==> src/rtl/mips_boot_controller_pkg.sv <==
// Shared types for the MIPS boot controller: sequencer states, image
// framing constants and the byte-lane index type.
package mips_boot_pkg;

  typedef enum logic [2:0] {
    IDLE,
    LEN0,
    LEN1,
    DATA,
    RUN,
    HALT,
    ERR
  } state_e;

  localparam int LEN_BYTES      = 2;
  localparam int BYTES_PER_WORD = 4;

  typedef logic [$clog2(BYTES_PER_WORD)-1:0] lane_t;

endpackage

==> src/rtl/mips_boot_controller_if.sv <==
// Loader link, instruction-memory write port, core control and status
// bundle between the boot controller (slave) and its environment (master).
interface mips_boot_controller_if #(
  parameter int ADDRESS_WIDTH = 32,
  parameter int DATA_WIDTH    = 32,
  parameter int CNT_WIDTH     = 32
);

  logic                     start;
  logic [7:0]               rx_data;
  logic                     rx_valid;
  logic                     rx_ready;
  logic                     imem_wen;
  logic [ADDRESS_WIDTH-1:0] imem_waddr;
  logic [DATA_WIDTH-1:0]    imem_wdata;
  logic                     core_rst;
  logic [ADDRESS_WIDTH-1:0] core_pc;
  logic                     busy;
  logic                     done;
  logic                     error;
  logic [CNT_WIDTH-1:0]     cycle_count;

  modport master (
    output start, rx_data, rx_valid, core_pc,
    input  rx_ready, imem_wen, imem_waddr, imem_wdata, core_rst,
           busy, done, error, cycle_count
  );

  modport slave (
    input  start, rx_data, rx_valid, core_pc,
    output rx_ready, imem_wen, imem_waddr, imem_wdata, core_rst,
           busy, done, error, cycle_count
  );

endinterface

==> src/rtl/mips_boot_controller_packer.sv <==
// Packs accepted bytes little-endian into 32-bit words; emits a one-cycle
// word_valid pulse with the registered word after every fourth byte.
module mips_word_packer
  import mips_boot_pkg::*;
#(
  parameter int DATA_WIDTH = 32
) (
  input  logic                  clk,
  input  logic                  rst,
  input  logic                  clear_i,
  input  logic                  byte_valid_i,
  input  logic [7:0]            byte_i,
  output logic                  word_valid_o,
  output logic [DATA_WIDTH-1:0] word_o
);

  lane_t                 lane_q, lane_d;
  logic [DATA_WIDTH-1:0] shift_q, shift_d;
  logic [DATA_WIDTH-1:0] word_q, word_d;
  logic                  valid_q, valid_d;

  always_ff @(posedge clk) begin
    if (!rst) begin
      lane_q  <= '0;
      shift_q <= '0;
      word_q  <= '0;
      valid_q <= 1'b0;
    end else begin
      lane_q  <= lane_d;
      shift_q <= shift_d;
      word_q  <= word_d;
      valid_q <= valid_d;
    end
  end

  // New bytes enter at the top, so the first byte ends up in bits 7:0.
  always_comb begin
    lane_d  = lane_q;
    shift_d = shift_q;
    word_d  = word_q;
    valid_d = 1'b0;
    if (clear_i) begin
      lane_d = '0;
    end else if (byte_valid_i) begin
      shift_d = {byte_i, shift_q[DATA_WIDTH-1:8]};
      if (lane_q == lane_t'(BYTES_PER_WORD - 1)) begin
        word_d  = shift_d;
        valid_d = 1'b1;
        lane_d  = '0;
      end else begin
        lane_d = lane_q + lane_t'(1);
      end
    end
  end

  assign word_valid_o = valid_q;
  assign word_o       = word_q;

endmodule

==> src/rtl/mips_boot_controller.sv <==
// Boot/run sequencer: loads a length-prefixed byte image into instruction
// memory, then releases the core and watches for a PC self-loop or timeout.
module mips_boot_controller
  import mips_boot_pkg::*;
#(
  parameter int ADDRESS_WIDTH = 32,
  parameter int DATA_WIDTH    = 32,
  parameter int IMEM_DEPTH    = 256,
  parameter int CNT_WIDTH     = 32,
  parameter int MAX_CYCLES    = 100000
) (
  input logic                   CLK,
  input logic                   rst,
  mips_boot_controller_if.slave bus
);

  localparam int LEN_W = 8 * LEN_BYTES;

  state_e                   state_q, state_d;
  logic [LEN_W-1:0]         n_q, n_d;
  logic [LEN_W-1:0]         k_q, k_d;
  logic [CNT_WIDTH-1:0]     cnt_q, cnt_d;
  logic [ADDRESS_WIDTH-1:0] pc_q, pc_d;
  logic [LEN_W-1:0]         n_full;
  logic                     rx_ready, accept, last_word, word_valid;
  logic [DATA_WIDTH-1:0]    word;

  // Ready drops in the write cycle of the final word so no stray byte leaks in.
  assign last_word = (k_q == n_q - LEN_W'(1));
  assign rx_ready  = (state_q == LEN0) || (state_q == LEN1) ||
                     ((state_q == DATA) && !(word_valid && last_word));
  assign accept    = bus.rx_valid && rx_ready;
  assign n_full    = {bus.rx_data, n_q[7:0]};

  mips_word_packer #(
    .DATA_WIDTH (DATA_WIDTH)
  ) u_packer (
    .clk          (CLK),
    .rst          (rst),
    .clear_i      (state_q != DATA),
    .byte_valid_i (accept && (state_q == DATA)),
    .byte_i       (bus.rx_data),
    .word_valid_o (word_valid),
    .word_o       (word)
  );

  always_ff @(posedge CLK) begin
    if (!rst) begin
      state_q <= IDLE;
      n_q     <= '0;
      k_q     <= '0;
      cnt_q   <= '0;
      pc_q    <= '0;
    end else begin
      state_q <= state_d;
      n_q     <= n_d;
      k_q     <= k_d;
      cnt_q   <= cnt_d;
      pc_q    <= pc_d;
    end
  end

  always_comb begin
    state_d = state_q;
    n_d     = n_q;
    k_d     = k_q;
    cnt_d   = cnt_q;
    pc_d    = pc_q;
    unique case (state_q)
      IDLE, HALT, ERR: begin
        if (bus.start) begin
          state_d = LEN0;
          cnt_d   = '0;
        end
      end
      LEN0: begin
        if (accept) begin
          n_d[7:0] = bus.rx_data;
          state_d  = LEN1;
        end
      end
      LEN1: begin
        if (accept) begin
          n_d = n_full;
          k_d = '0;
          if ((n_full == '0) || (int'(n_full) > IMEM_DEPTH)) state_d = ERR;
          else                                               state_d = DATA;
        end
      end
      DATA: begin
        if (word_valid) begin
          if (last_word) state_d = RUN;
          else           k_d     = k_q + LEN_W'(1);
        end
      end
      RUN: begin
        pc_d = bus.core_pc;
        // A nonzero count means a previous PC sample exists to compare against.
        if (cnt_q == CNT_WIDTH'(MAX_CYCLES)) begin
          state_d = ERR;
        end else begin
          if (cnt_q != '1) cnt_d = cnt_q + CNT_WIDTH'(1);
          if ((cnt_q != '0) && (bus.core_pc == pc_q)) state_d = HALT;
        end
      end
      default: state_d = IDLE;
    endcase
  end

  assign bus.rx_ready    = rx_ready;
  assign bus.imem_wen    = word_valid;
  assign bus.imem_waddr  = ADDRESS_WIDTH'({k_q, 2'b00});
  assign bus.imem_wdata  = word;
  assign bus.core_rst    = (state_q == RUN);
  assign bus.busy        = (state_q == LEN0) || (state_q == LEN1) ||
                           (state_q == DATA) || (state_q == RUN);
  assign bus.done        = (state_q == HALT);
  assign bus.error       = (state_q == ERR);
  assign bus.cycle_count = cnt_q;

endmodule
==> src/flat_wrapper.sv <==
// flat-port wrapper written by rule: the top's interface ports become plain ports
module mips_boot_controller_flat import mips_boot_pkg::*;
#(
  parameter int ADDRESS_WIDTH = 32,
  parameter int DATA_WIDTH    = 32,
  parameter int IMEM_DEPTH    = 256,
  parameter int CNT_WIDTH     = 32,
  parameter int MAX_CYCLES    = 100000
)
  (CLK, rst, bus_start, bus_rx_data, bus_rx_valid, bus_core_pc, bus_rx_ready, bus_imem_wen, bus_imem_waddr, bus_imem_wdata, bus_core_rst, bus_busy, bus_done, bus_error, bus_cycle_count);
  mips_boot_controller_if #(.ADDRESS_WIDTH(ADDRESS_WIDTH), .DATA_WIDTH(DATA_WIDTH), .CNT_WIDTH(CNT_WIDTH)) bus_i ();
  input logic CLK;
  input logic rst;
  input wire logic [$bits(bus_i.start)-1:0] bus_start;
  input wire logic [$bits(bus_i.rx_data)-1:0] bus_rx_data;
  input wire logic [$bits(bus_i.rx_valid)-1:0] bus_rx_valid;
  input wire logic [$bits(bus_i.core_pc)-1:0] bus_core_pc;
  output wire logic [$bits(bus_i.rx_ready)-1:0] bus_rx_ready;
  output wire logic [$bits(bus_i.imem_wen)-1:0] bus_imem_wen;
  output wire logic [$bits(bus_i.imem_waddr)-1:0] bus_imem_waddr;
  output wire logic [$bits(bus_i.imem_wdata)-1:0] bus_imem_wdata;
  output wire logic [$bits(bus_i.core_rst)-1:0] bus_core_rst;
  output wire logic [$bits(bus_i.busy)-1:0] bus_busy;
  output wire logic [$bits(bus_i.done)-1:0] bus_done;
  output wire logic [$bits(bus_i.error)-1:0] bus_error;
  output wire logic [$bits(bus_i.cycle_count)-1:0] bus_cycle_count;
  assign bus_i.start = bus_start;
  assign bus_i.rx_data = bus_rx_data;
  assign bus_i.rx_valid = bus_rx_valid;
  assign bus_i.core_pc = bus_core_pc;
  assign bus_rx_ready = bus_i.rx_ready;
  assign bus_imem_wen = bus_i.imem_wen;
  assign bus_imem_waddr = bus_i.imem_waddr;
  assign bus_imem_wdata = bus_i.imem_wdata;
  assign bus_core_rst = bus_i.core_rst;
  assign bus_busy = bus_i.busy;
  assign bus_done = bus_i.done;
  assign bus_error = bus_i.error;
  assign bus_cycle_count = bus_i.cycle_count;
  mips_boot_controller #(.ADDRESS_WIDTH(ADDRESS_WIDTH), .DATA_WIDTH(DATA_WIDTH), .IMEM_DEPTH(IMEM_DEPTH), .CNT_WIDTH(CNT_WIDTH), .MAX_CYCLES(MAX_CYCLES)) u_core (.CLK(CLK), .rst(rst), .bus(bus_i));
endmodule
==> config.mk <==
export PLATFORM = sky130hd
export DESIGN_NAME = mips_boot_controller_flat
export DESIGN_NICKNAME = d
export VERILOG_FILES = /design/src/rtl/mips_boot_controller_pkg.sv /design/src/rtl/mips_boot_controller_if.sv /design/src/rtl/mips_boot_controller_packer.sv /design/src/rtl/mips_boot_controller.sv /design/src/flat_wrapper.sv
export SDC_FILE = /design/constraint.sdc
export NUM_CORES = 1
export LEC_CHECK = 0
export BUFFER_PORTS_ARGS = -buffer_cell sky130_fd_sc_hd__buf_2
export CAP_MARGIN = 20
export CORE_MARGIN = 4
export CORE_UTILIZATION = 40
export DETAILED_ROUTE_END_ITERATION = 10
export MAX_ROUTING_LAYER = met4
export SLEW_MARGIN = 20
export SYNTH_ARGS = -nofsm -noshare
export SYNTH_HDL_FRONTEND = slang
export SYNTH_SLANG_ARGS = --single-unit
==> constraint.sdc <==
create_clock -name CLK -period 8.6 [get_ports CLK]
set_clock_uncertainty 0.2 [all_clocks]
set_input_delay 2.58 -clock CLK [delete_from_list [all_inputs] [get_ports CLK]]
set_output_delay 2.58 -clock CLK [all_outputs]
set_load 0.05 [all_outputs]
# Yosys cells after proc, flatten, opt, wreduce, memory -nomap -nowiden
# Cells that the tools add are included.
[totals]
ff_bits = 166
input_bits = 44
output_inout_bits = 102
wordCells = 87
[op_classes]
add_sub_neg = 4
n_lt_le_gt_ge = 1
n_eq_ne = 21
muxes = 21
n_bitwise = 4
reduce_logical = 26
[ops]
columns = ["operator", "n"]
rows = [
  ["32-bit 2-to-1 mux", 3],
  ["32-bit one-hot mux with 2 select lines", 1],
  ["16-bit 2-to-1 mux", 3],
  ["32-bit by 1-bit adder with 32-bit output (second input constant)", 1],
  ["32-bit by 17-bit == test with 1-bit output (second input constant)", 1],
  ["32-bit == test", 1],
  ["32-bit != test (second input constant)", 1],
  ["16-bit one-hot mux with 2 select lines", 1],
  ["32-bit nonzero test", 1],
  ["3-bit 2-to-1 mux", 8],
  ["16-bit by 1-bit adder with 16-bit output (second input constant)", 1],
  ["16-bit == test", 1],
  ["16-bit by 9-bit greater-than comparator with 1-bit output (second input constant)", 1],
  ["16-bit zero test", 1],
  ["8-bit one-hot mux with 2 select lines", 1],
  ["16-bit by 1-bit subtractor with 16-bit output (second input constant)", 1],
  ["3-bit one-hot mux with 5 select lines", 1],
  ["3-bit == test (second input constant)", 3],
  ["8-bit 2-to-1 mux", 1],
  ["2-bit by 1-bit != test with 1-bit output (second input constant)", 4],
  ["2-bit != test (second input constant)", 4],
  ["4-bit AND reduction", 2],
  ["3-bit by 2-bit == test with 1-bit output (second input constant)", 2],
  ["3-bit AND reduction", 2],
  ["other kinds (17)", 31],
]

# Logic depth before layout (Yosys ltp)
# Gate-level depths: netlist of run 1.
[logic_depth]
word_depth = 10
ltp_mapped = 14
depth_no_buf = 10

# Cells and area by module
# From an unflattened synthesis of run 1, not the netlist that was laid out.
[hier_totals]
cells_unflattened = 974
hier_area_um2 = 7891.3
[modules_own_cells]
columns = ["module", "n_inst", "cells_per_inst", "area_each_um2", "seq_area_each_um2"]
rows = [
  ["mips_boot_controller", 1, 712, 5679.2, 1981.9],
  ["mips_word_packer", 1, 262, 2212.1, 1181.1],
]

# Worst setup path after synthesis of run 1
# No wires, ideal clock.
[synth_path]
path_type = "reg2out"
startpoint = "register u_core.n_q[1]"
endpoint = "output port bus_rx_ready"
t_arrival_ns = 3.172
required_ns = 5.820
setup_slack_ns = 2.648
stages_incl_launch_ff = 12
path_buffers = 2
path_cell_list = "dfxtp_1 clkbuf_1 inv_1 ha_1 clkbuf_1 or2b_1 a21o_1 a31oi_1 nor3_1 and4_1 and4_1 nor3_1"
[synth_via]
elab_chain_cells = 6
[synth_rtl]
columns = ["element", "line", "text"]
rows = [
  ["start: declaration", "mips_boot_controller.sv:20", "logic [LEN_W-1:0] n_q, n_d;"],
  ["start signal: assignment", "mips_boot_controller.sv:56", "n_q <= n_d;"],
  ["16-bit by 1-bit subtractor with 16-bit output", "mips_boot_controller.sv:29", "assign last_word = (k_q == n_q - LEN_W'(1));"],
  ["16-bit == test", "mips_boot_controller.sv:29", ""],
  ["1-bit logical AND", "mips_boot_controller.sv:31", "((state_q == DATA) && !(word_valid && last_word));"],
  ["1-bit zero test", "mips_boot_controller.sv:31", ""],
  ["1-bit logical AND", "mips_boot_controller.sv:31", ""],
  ["1-bit logical OR", "mips_boot_controller.sv:30", "assign rx_ready = (state_q == LEN0) || (state_q == LEN1) ||"],
  ["end: declaration", "flat_wrapper.sv:18", "output wire logic [$bits(bus_i.rx_ready)-1:0] bus_rx_ready;"],
]
# No other way between the ends.

# Worst setup path in the final report of run 1
[layout_path]
startpoint = "register u_core.n_q[2]"
endpoint = "output port bus_rx_ready"
# Same word-level chain as after synthesis.

==> results of run 1 <==
==> how the worst min path moves through the flow <==
| stage | end | slack (ns) | depth (start not counted) | start |
|---|---|---|---|---|
| 2_1_floorplan | u_core.u_packer.word_o[0] | 0.24 | 2 | u_core.u_packer.shift_q[8] |
| 3_3_place_gp | u_core.u_packer.word_o[29] | 0.25 | 2 | u_core.u_packer.word_o[29] |
| 3_5_place_dp | u_core.u_packer.word_o[10] | 0.26 | 2 | u_core.u_packer.word_o[10] |
| 4_1_cts | u_core.pc_q[9] | 0.27 | 2 | u_core.pc_q[9] |
| 5_1_grt | u_core.n_q[15] | 0.28 | 2 | u_core.n_q[15] |
| 6_report | u_core.u_packer.word_o[1] | 0.26 | 2 | u_core.u_packer.shift_q[9] |
==> synth_stat cells (all sizes together) (9+ instances only) <==
cell type,count
nand4,14
a21oi,73
and3,9
nand3,81
o21ai,83
xor2,44
nand2,171
xnor2,27
a31oi,9
nor3,14
buf,35
dfxtp,158
or4,11
nor4,25
inv,15
and2,9
clkbuf,37
nor2,44
or3,23
==> area by class of cell <==
cell class              instances  area, sq um
well taps                     234        292.8
clock buffers                  17        425.4
clock inverters                15        186.4
inverters                      17        63.81
diodes                          1        2.502
multi-input cells             712         3976
flip-flops and latches        158         3163
repair buffers                135        710.7
fillers                      1888         9822
==> per-stage QoR <==
stage,instance area (sq um),worst slack (ns)
after floorplan,7621,2.648
final,8821,2.497
after global routing,8821,2.201
after CTS,8810,2.463
after global placement,8170,2.966
after detailed placement,8198,2.936
==> per-layer routing <==
| metal | routed length, microns | track usage [%] | up-vias |
|---|---|---|---|
| li1 | - | - | 3465 |
| met1 | 9198 | 24.02 | 3127 |
| met2 | 8566 | 27.53 | 141 |
| met3 | 993 | 4.453 | 17 |
| met4 | 273 | 5.318 | 0 |
| met5 | 0 | - | - |
==> cell families after synthesis <==
family	count (synthesis)	synth area share (%)
xor gates and xnor gates	71	8.220
other	1	0.04957
AOI/OAI and AO/OA	195	14.84
and+or+nand+nor	424	27.54
adders and majority gates	6	0.9924
buffers and inverters	89	6.550
DFF	158	41.81
==> power by group through the flow <==
stage          clock (mW)  sequential (mW)  combinational [mW]
3_3_place_gp            0            0.814               0.376
2_1_floorplan           0            0.799               0.324
4_1_cts             0.786            0.798               0.380
6_report            0.761            0.799               0.381
5_1_grt             0.816            0.804               0.425
3_5_place_dp            0            0.815               0.377
==> state kept, by name, indices dropped and copies added, names as in the netlist <==
signal and count:
u_core.bus.cycle_count 32, u_core.k_q 16, u_core.n_q 16, u_core.pc_q 32
u_core.state_q 3, u_core.u_packer.lane_q 2, u_core.u_packer.shift_q 24, u_core.u_packer.word_o 32
u_core.u_packer.word_valid_o 1
==> worst min-delay path: cells and delay by family, from the launching register on <==
family             cells  cell delay [ns]
AOI/OAI and AO/OA      1             0.06
and+or+nand+nor        1             0.05
DFF                    1             0.31
==> results.tsv, run 1 <==
stage	metric	value	unit
timing	Final Critical Period	6.103	ns
clock_tree	CTS tree	done	
critical_path	FF-to-FF End	u_core.bus.cycle_count[13]	
clock_tree	TritonCTS buffer count	17	
critical_path	critical path arrival	3.32	ns
cells_and_area	commonest non-fill, non-tap cell in the layout	nand2_1	
power_and_ir_drop	NetSw	0.6639	mW
yosys	synth warn	0	
timing	final setup fails	0	
power_and_ir_drop	Leakage	3.429	nW
critical_path	R2R cell count	11	
die	# IOs	146	
detailed_routing	number of nets still failing antenna checks after routing	0	
cells_and_area	Area Growth Syn to Fin	16.61	%
power_and_ir_drop	P_int	1.278	mW
critical_path	crit-path cells	nor4_4 > nand4_1 > or3_1 > a221oi_2 > and4_1 > and4_1 > nor3_1 > buf_2	
yosys	Seq cells post-synth	158	
cells_and_area	layout cells sized above 1	17.84	%
clock_tree	insertion delay to the later sink of the worst-skew pair	0.42	ns
critical_path	CP most frequent cell	and4_1	
yosys	syn avg cell area	8.014	sq um
cells_and_area	final core occ	47.32	%
critical_path	critical path depth in cells	8	
yosys	sequential area share after synthesis	41.81	%
cells_and_area	Final nets	1091	
placed_design	DP Cell Count	1256	
yosys	Post-Syn Area	7565	sq um
timing	Rel. slew slack	37.71	%
clock_tree	post-CTS setup buffer count	0	
critical_path	Crit path buffers/inverters	1	
clock_tree	H-tree levels	4	
power_and_ir_drop	Peak supply drop	0.1444	mV
die	initial core utilization	40.58	%
cells_and_area	Finished Layout Cells	1289	
global_routing	initial antenna violation count	1	
cells_and_area	commonest cells after routing, fill and taps aside	nand2_1, dfxtp_1, buf_2	
critical_path	R2R Path Start	u_core.state_q[1]	
critical_path	CP max FO	14	
global_routing	Total GRT Usage	18.11	%
job	max-cap violations	0	
detailed_routing	final WL	19030	microns
critical_path	CP startpoint kind	flip-flop	
timing	crit share post-route	70.96	%
detailed_routing	DRT Pass-1 Iters	5	
timing	Final Hold Fails	0	
yosys	Synth area leader	dfxtp_1	
critical_path	Setup crit end	bus_rx_ready	
detailed_routing	drt drc	0	
die	Rows	50	
power_and_ir_drop	pwr dens	220.1	nW/um^2
critical_path	Top Family by Delay on Critical Path	simple AND/OR/NAND/NOR gates	
global_routing	largest net degree at the start of global routing	98	
timing	RSZ-0062 raised after global routing	false	
critical_path	R2R Setup Slk	4.90	ns
power_and_ir_drop	Comb pwr share	19.6	%
yosys	Post-synth EDFFs	0	
placed_design	global placement routability congestion	0.8702	
global_routing	grt total ovfl	0	
critical_path	slowest stage delay, CP	0.67	ns
power_and_ir_drop	Reg power frac	41.2	%
die	CORE AREA	18640	sq um
detailed_routing	Initial DRC Count	393	
critical_path	crit path kind	reg -> out	
global_routing	vias in the first global route	6225	
critical_path	Crit. End Element	primary output	
yosys	Main synth FF type	dfxtp_1	
critical_path	slowest CP cell	nor4_4	
timing	hold slack	0.2634	ns
timing	actual slew at the worst max-slew pin	0.9343	ns
clock_tree	CTS Sinks	158	
critical_path	Worst Setup SP	u_core.n_q[2]	
min_path	worst min-delay path category	reg -> reg	
clock_tree	CTS root buffer	clkbuf_16	
placed_design	Post-DP HPWL	13290	microns
power_and_ir_drop	overall power consumption	1.942	mW
power_and_ir_drop	Clock power frac	39.2	%
die	DIE WIDTH	145.5	microns
timing	Fin Setup TNS	0	ns
yosys	Distinct cells, synth	61	
global_routing	first-pass GRT wire length	31320	microns
power_and_ir_drop	Sw Share	34.19	%
yosys	Synth area leaders	dfxtp_1, nand2_1, o21ai_0, nand3_1, xor2_1	
yosys	Mapped Cells	944	
yosys	Synth async-reset ratio	0	%
detailed_routing	via count	6750	
yosys	post-synth top area share	41.81	%
placed_design	Port Buffers	129	
detailed_routing	Via density	5.237	
outcome	status	finished clean	
critical_path	critical path required time	5.82	ns
clock_tree	post_cts resized	0	
detailed_routing	WL per Instance	14.76	microns
clock_tree	Longest Clk Path Bufs	2	
timing	Slew Limit Fails	0	
die	die area	21180	sq um
die	Die Span Y	145.5	microns
timing	Max Clk Rate	163.9	MHz
clock_tree	CTS Hold Bufs	0	
clock_tree	CTS clk-pin slew, worst paths	0.07	ns
Power figures use the tool's default switching activity.
==> inputs of run 2 (changes only) <==
--- a/config.mk
+++ b/config.mk
@@ -5,6 +5,7 @@
 export SDC_FILE = /design/constraint.sdc
 export NUM_CORES = 1
 export LEC_CHECK = 0
+export ABC_AREA = 1
 export BUFFER_PORTS_ARGS = -buffer_cell sky130_fd_sc_hd__buf_2
 export CAP_MARGIN = 20
 export CORE_MARGIN = 4
==> constraint.sdc (replaced) <==
create_clock -name CLK -period 6.1 [get_ports CLK]
set_clock_uncertainty 0.2 [all_clocks]
set_input_delay 1.83 -clock CLK [delete_from_list [all_inputs] [get_ports CLK]]
set_output_delay 1.83 -clock CLK [all_outputs]
set_load 0.05 [all_outputs]
==> run 2 against run 1 <==
Net effect:
- utilization about the same
- via count rose by 23%
- combinational power rose to 3.1 times the previous value
- critical path type unchanged
- synthesized cell count increased by 34%
- synthesized area is 12% higher
==> results.tsv, run 2 <==
stage	metric	value	unit	change
outcome	status	finished clean		
yosys	Post-synth EDFFs	0		unchanged
yosys	post-synth top area share	37.34	%	-4.5 points
detailed_routing	number of nets still failing antenna checks after routing	0		unchanged
power_and_ir_drop	Comb pwr share	34.9	%	+15 points
min_path	Hold Crit Start	u_core.u_packer.lane_q[1]		
die	DIE WIDTH	153.5	microns	+5.5%
power_and_ir_drop	Leakage	4.070	nW	+19%
clock_tree	CTS tree	done		
yosys	Post-Syn Area	8472	sq um	+12%
yosys	sequential area share after synthesis	37.34	%	-4.5 points
timing	RSZ-0062 raised after global routing	false		
cells_and_area	commonest non-fill, non-tap cell in the layout	nand2_1		
yosys	count leader, synth	nand2_1		
die	# IOs	146		unchanged
timing	Slew Limit Fails	0		unchanged
yosys	Mapped Cells	1265		+34%
job	max-cap violations	0		unchanged
yosys	syn avg cell area	6.697	sq um	-16%
timing	crit share post-route	80.66	%	
power_and_ir_drop	NetSw	1.391	mW	+110%
placed_design	Port Buffers	129		unchanged
min_path	worst min-delay path category	reg -> reg		
global_routing	vias in the first global route	7699		+24%
critical_path	R2R Path Start	u_core.n_q[0]		
yosys	Synth area leader	dfxtp_1		
cells_and_area	layout cells sized above 1	14.66	%	-3.2 points
detailed_routing	drt drc	0		unchanged
clock_tree	post-CTS setup buffer count	0		unchanged
clock_tree	H-tree levels	4		unchanged
detailed_routing	Via density	5.059		-3.4%
timing	final worst slack	1.180	ns	-1.317 ns
placed_design	Post-DP HPWL	16430	microns	+24%
cells_and_area	Final Cell Area	9738	sq um	+10%
detailed_routing	via count	8307		+23%
timing	Final Hold Fails	0		unchanged
timing	final setup fails	0		unchanged
global_routing	largest net degree at the start of global routing	83		-15%
placed_design	Setup WS pre-CTS	1.639	ns	-1.297 ns
power_and_ir_drop	Sw Share	40.75	%	+6.6 points
yosys	Seq cells post-synth	158		unchanged
die	Die Span Y	153.5	microns	+5.5%
detailed_routing	Top Metal Used	met4		
cells_and_area	Final nets	1408		+29%
timing	Max Clk Rate	203.3	MHz	
timing	Rel. slew slack	35.10	%	-2.6 points
detailed_routing	WL met3	1207	microns	+22%
timing	actual slew at the worst max-slew pin	0.9725	ns	+0.03824 ns
cells_and_area	commonest cells after routing, fill and taps aside	nand2_1, nor2_1, dfxtp_1		
power_and_ir_drop	Reg power frac	34.9	%	-6.3 points
yosys	Main synth FF type	dfxtp_1		
die	initial core utilization	41.21	%	+0.63 points
yosys	Distinct cells, synth	40		-34%
global_routing	initial antenna violation count	1		unchanged
clock_tree	Longest Clk Path Bufs	2		unchanged
detailed_routing	WL met1	11020	microns	+20%
clock_tree	insertion delay to the later sink of the worst-skew pair	0.43	ns	about the same
yosys	Synth top cells by count	nand2_1, nor2_1, dfxtp_1, a21oi_1, inv_1		
critical_path	critical path required time	4.07	ns	-1.75 ns
power_and_ir_drop	Clock power frac	30.2	%	-9.0 points
yosys	synth warn	0		unchanged
timing	Fin Setup TNS	0	ns	unchanged
clock_tree	CTS Sinks	158		unchanged
power_and_ir_drop	pwr dens	350.4	nW/um^2	+59%
detailed_routing	DRT Pass-1 Iters	5		unchanged
cells_and_area	Area Growth Syn to Fin	14.95	%	
global_routing	Total GRT Usage	20.01	%	+1.9 points
critical_path	Worst Setup SP	u_core.n_q[0]		
yosys	Synth async-reset ratio	0	%	unchanged
critical_path	CP max FO	29		+15
clock_tree	TritonCTS buffer count	17		unchanged
detailed_routing	Initial DRC Count	574		+46%
timing	Final Critical Period	4.920	ns	
die	CORE AREA	20560	sq um	+10%
placed_design	Placement Cell Area	9176	sq um	+12%
placed_design	DP Cell Count	1609		+28%
die	die area	23570	sq um	+11%
critical_path	crit path kind	reg -> out		
critical_path	CP startpoint kind	flip-flop		
critical_path	Crit. End Element	primary output		
yosys	Synth area leaders	dfxtp_1, nand2_1, nor2_1, a21oi_1, nand3_1		
detailed_routing	final WL	23330	microns	+23%
power_and_ir_drop	overall power consumption	3.412	mW	+76%
clock_tree	CTS root buffer	clkbuf_16		
clock_tree	CTS Hold Bufs	0		unchanged
die	Rows	52		+4.0%
cells_and_area	Finished Layout Cells	1642		+27%
global_routing	grt total ovfl	0		unchanged
detailed_routing	WL per Instance	14.21	microns	-3.8%
critical_path	critical path arrival	2.89	ns	-0.43 ns
detailed_routing	met2 routed WL	10700	microns	+25%
placed_design	global placement routability congestion	0.9206		+5.8%
power_and_ir_drop	P_int	2.022	mW	+58%
power_and_ir_drop	Peak supply drop	0.2152	mV	+49%
global_routing	first-pass GRT wire length	38660	microns	+23%
clock_tree	CTS clk-pin slew, worst paths	0.07	ns	about the same
clock_tree	post_cts resized	0		unchanged
run 2: worst max-delay path: stages (launching register included):
cell and delay, ns:
dfxtp_1 0.36, inv_1 0.09, ha_1 0.25, xor2_1 0.27
xor2_1 0.17, nand2_1 0.06, nor2_1 0.10, nand3_1 0.12
o21ai_2 0.27, nand2_2 0.39, buf_2 0.36
run 2: per-stage QoR:
step	hold slack (ns)	util, %
finish	0.2517	47.36
global route	0.2893	47.36
CTS	0.2585	47.35
detailed placement	0.2493	44.63
global placement	0.2385	44.63
floorplan	0.2270	-
run 2: final cells by class:
type                    count  area [sq um]
well taps                 270         337.8
inverters                 100         375.4
repair buffers            137         705.7
clock inverters            14         120.1
fillers                  2220         10820
clock buffers              18         439.2
flip-flops and latches    158          3163
diodes                      1         2.502
multi-input cells         944          4594
run 2: per-layer routing:
| metal | global-route usage [%] | vias to the layer above |
|---|---|---|
| li1 | - | 4304 |
| met1 | 26.49 | 3780 |
| met2 | 31.17 | 196 |
| met3 | 4.244 | 27 |
| met4 | 5.509 | 0 |
| met5 | - | - |
run 2: logic make-up (layout without fill, tap and decap cells):
logic type      after synthesis  count (layout)  share of synthesized area [%]
compound gates              181             181                          11.09
other cells                   1              17                        0.04426
xor+xnor                     58              58                          5.996
buf+inv                     178             269                          9.098
simple gates                683             683                          35.55
flops                       158             158                          37.34
fa+ha+maj                     6               6                         0.8861
run 2: power groups by stage:
stage               sequential (mW)  clock, mW  combinational (mW)
floorplan                      1.21          0               0.944
global placement               1.21          0                1.18
finish                         1.19       1.03                1.19
global route                   1.20       1.09                1.35
detailed placement             1.21          0                1.19
CTS                            1.19       1.05                1.20
run 2: final timing paths:
check                               endpoint  slack (ns)  cells after the start
hold / removal     u_core.u_packer.lane_q[1]        0.25                      2
setup / recovery                bus_rx_ready        1.18                     10
setup reg to reg  u_core.u_packer.word_o[17]        2.36                     17
hold reg to reg    u_core.u_packer.lane_q[1]        0.25                      2
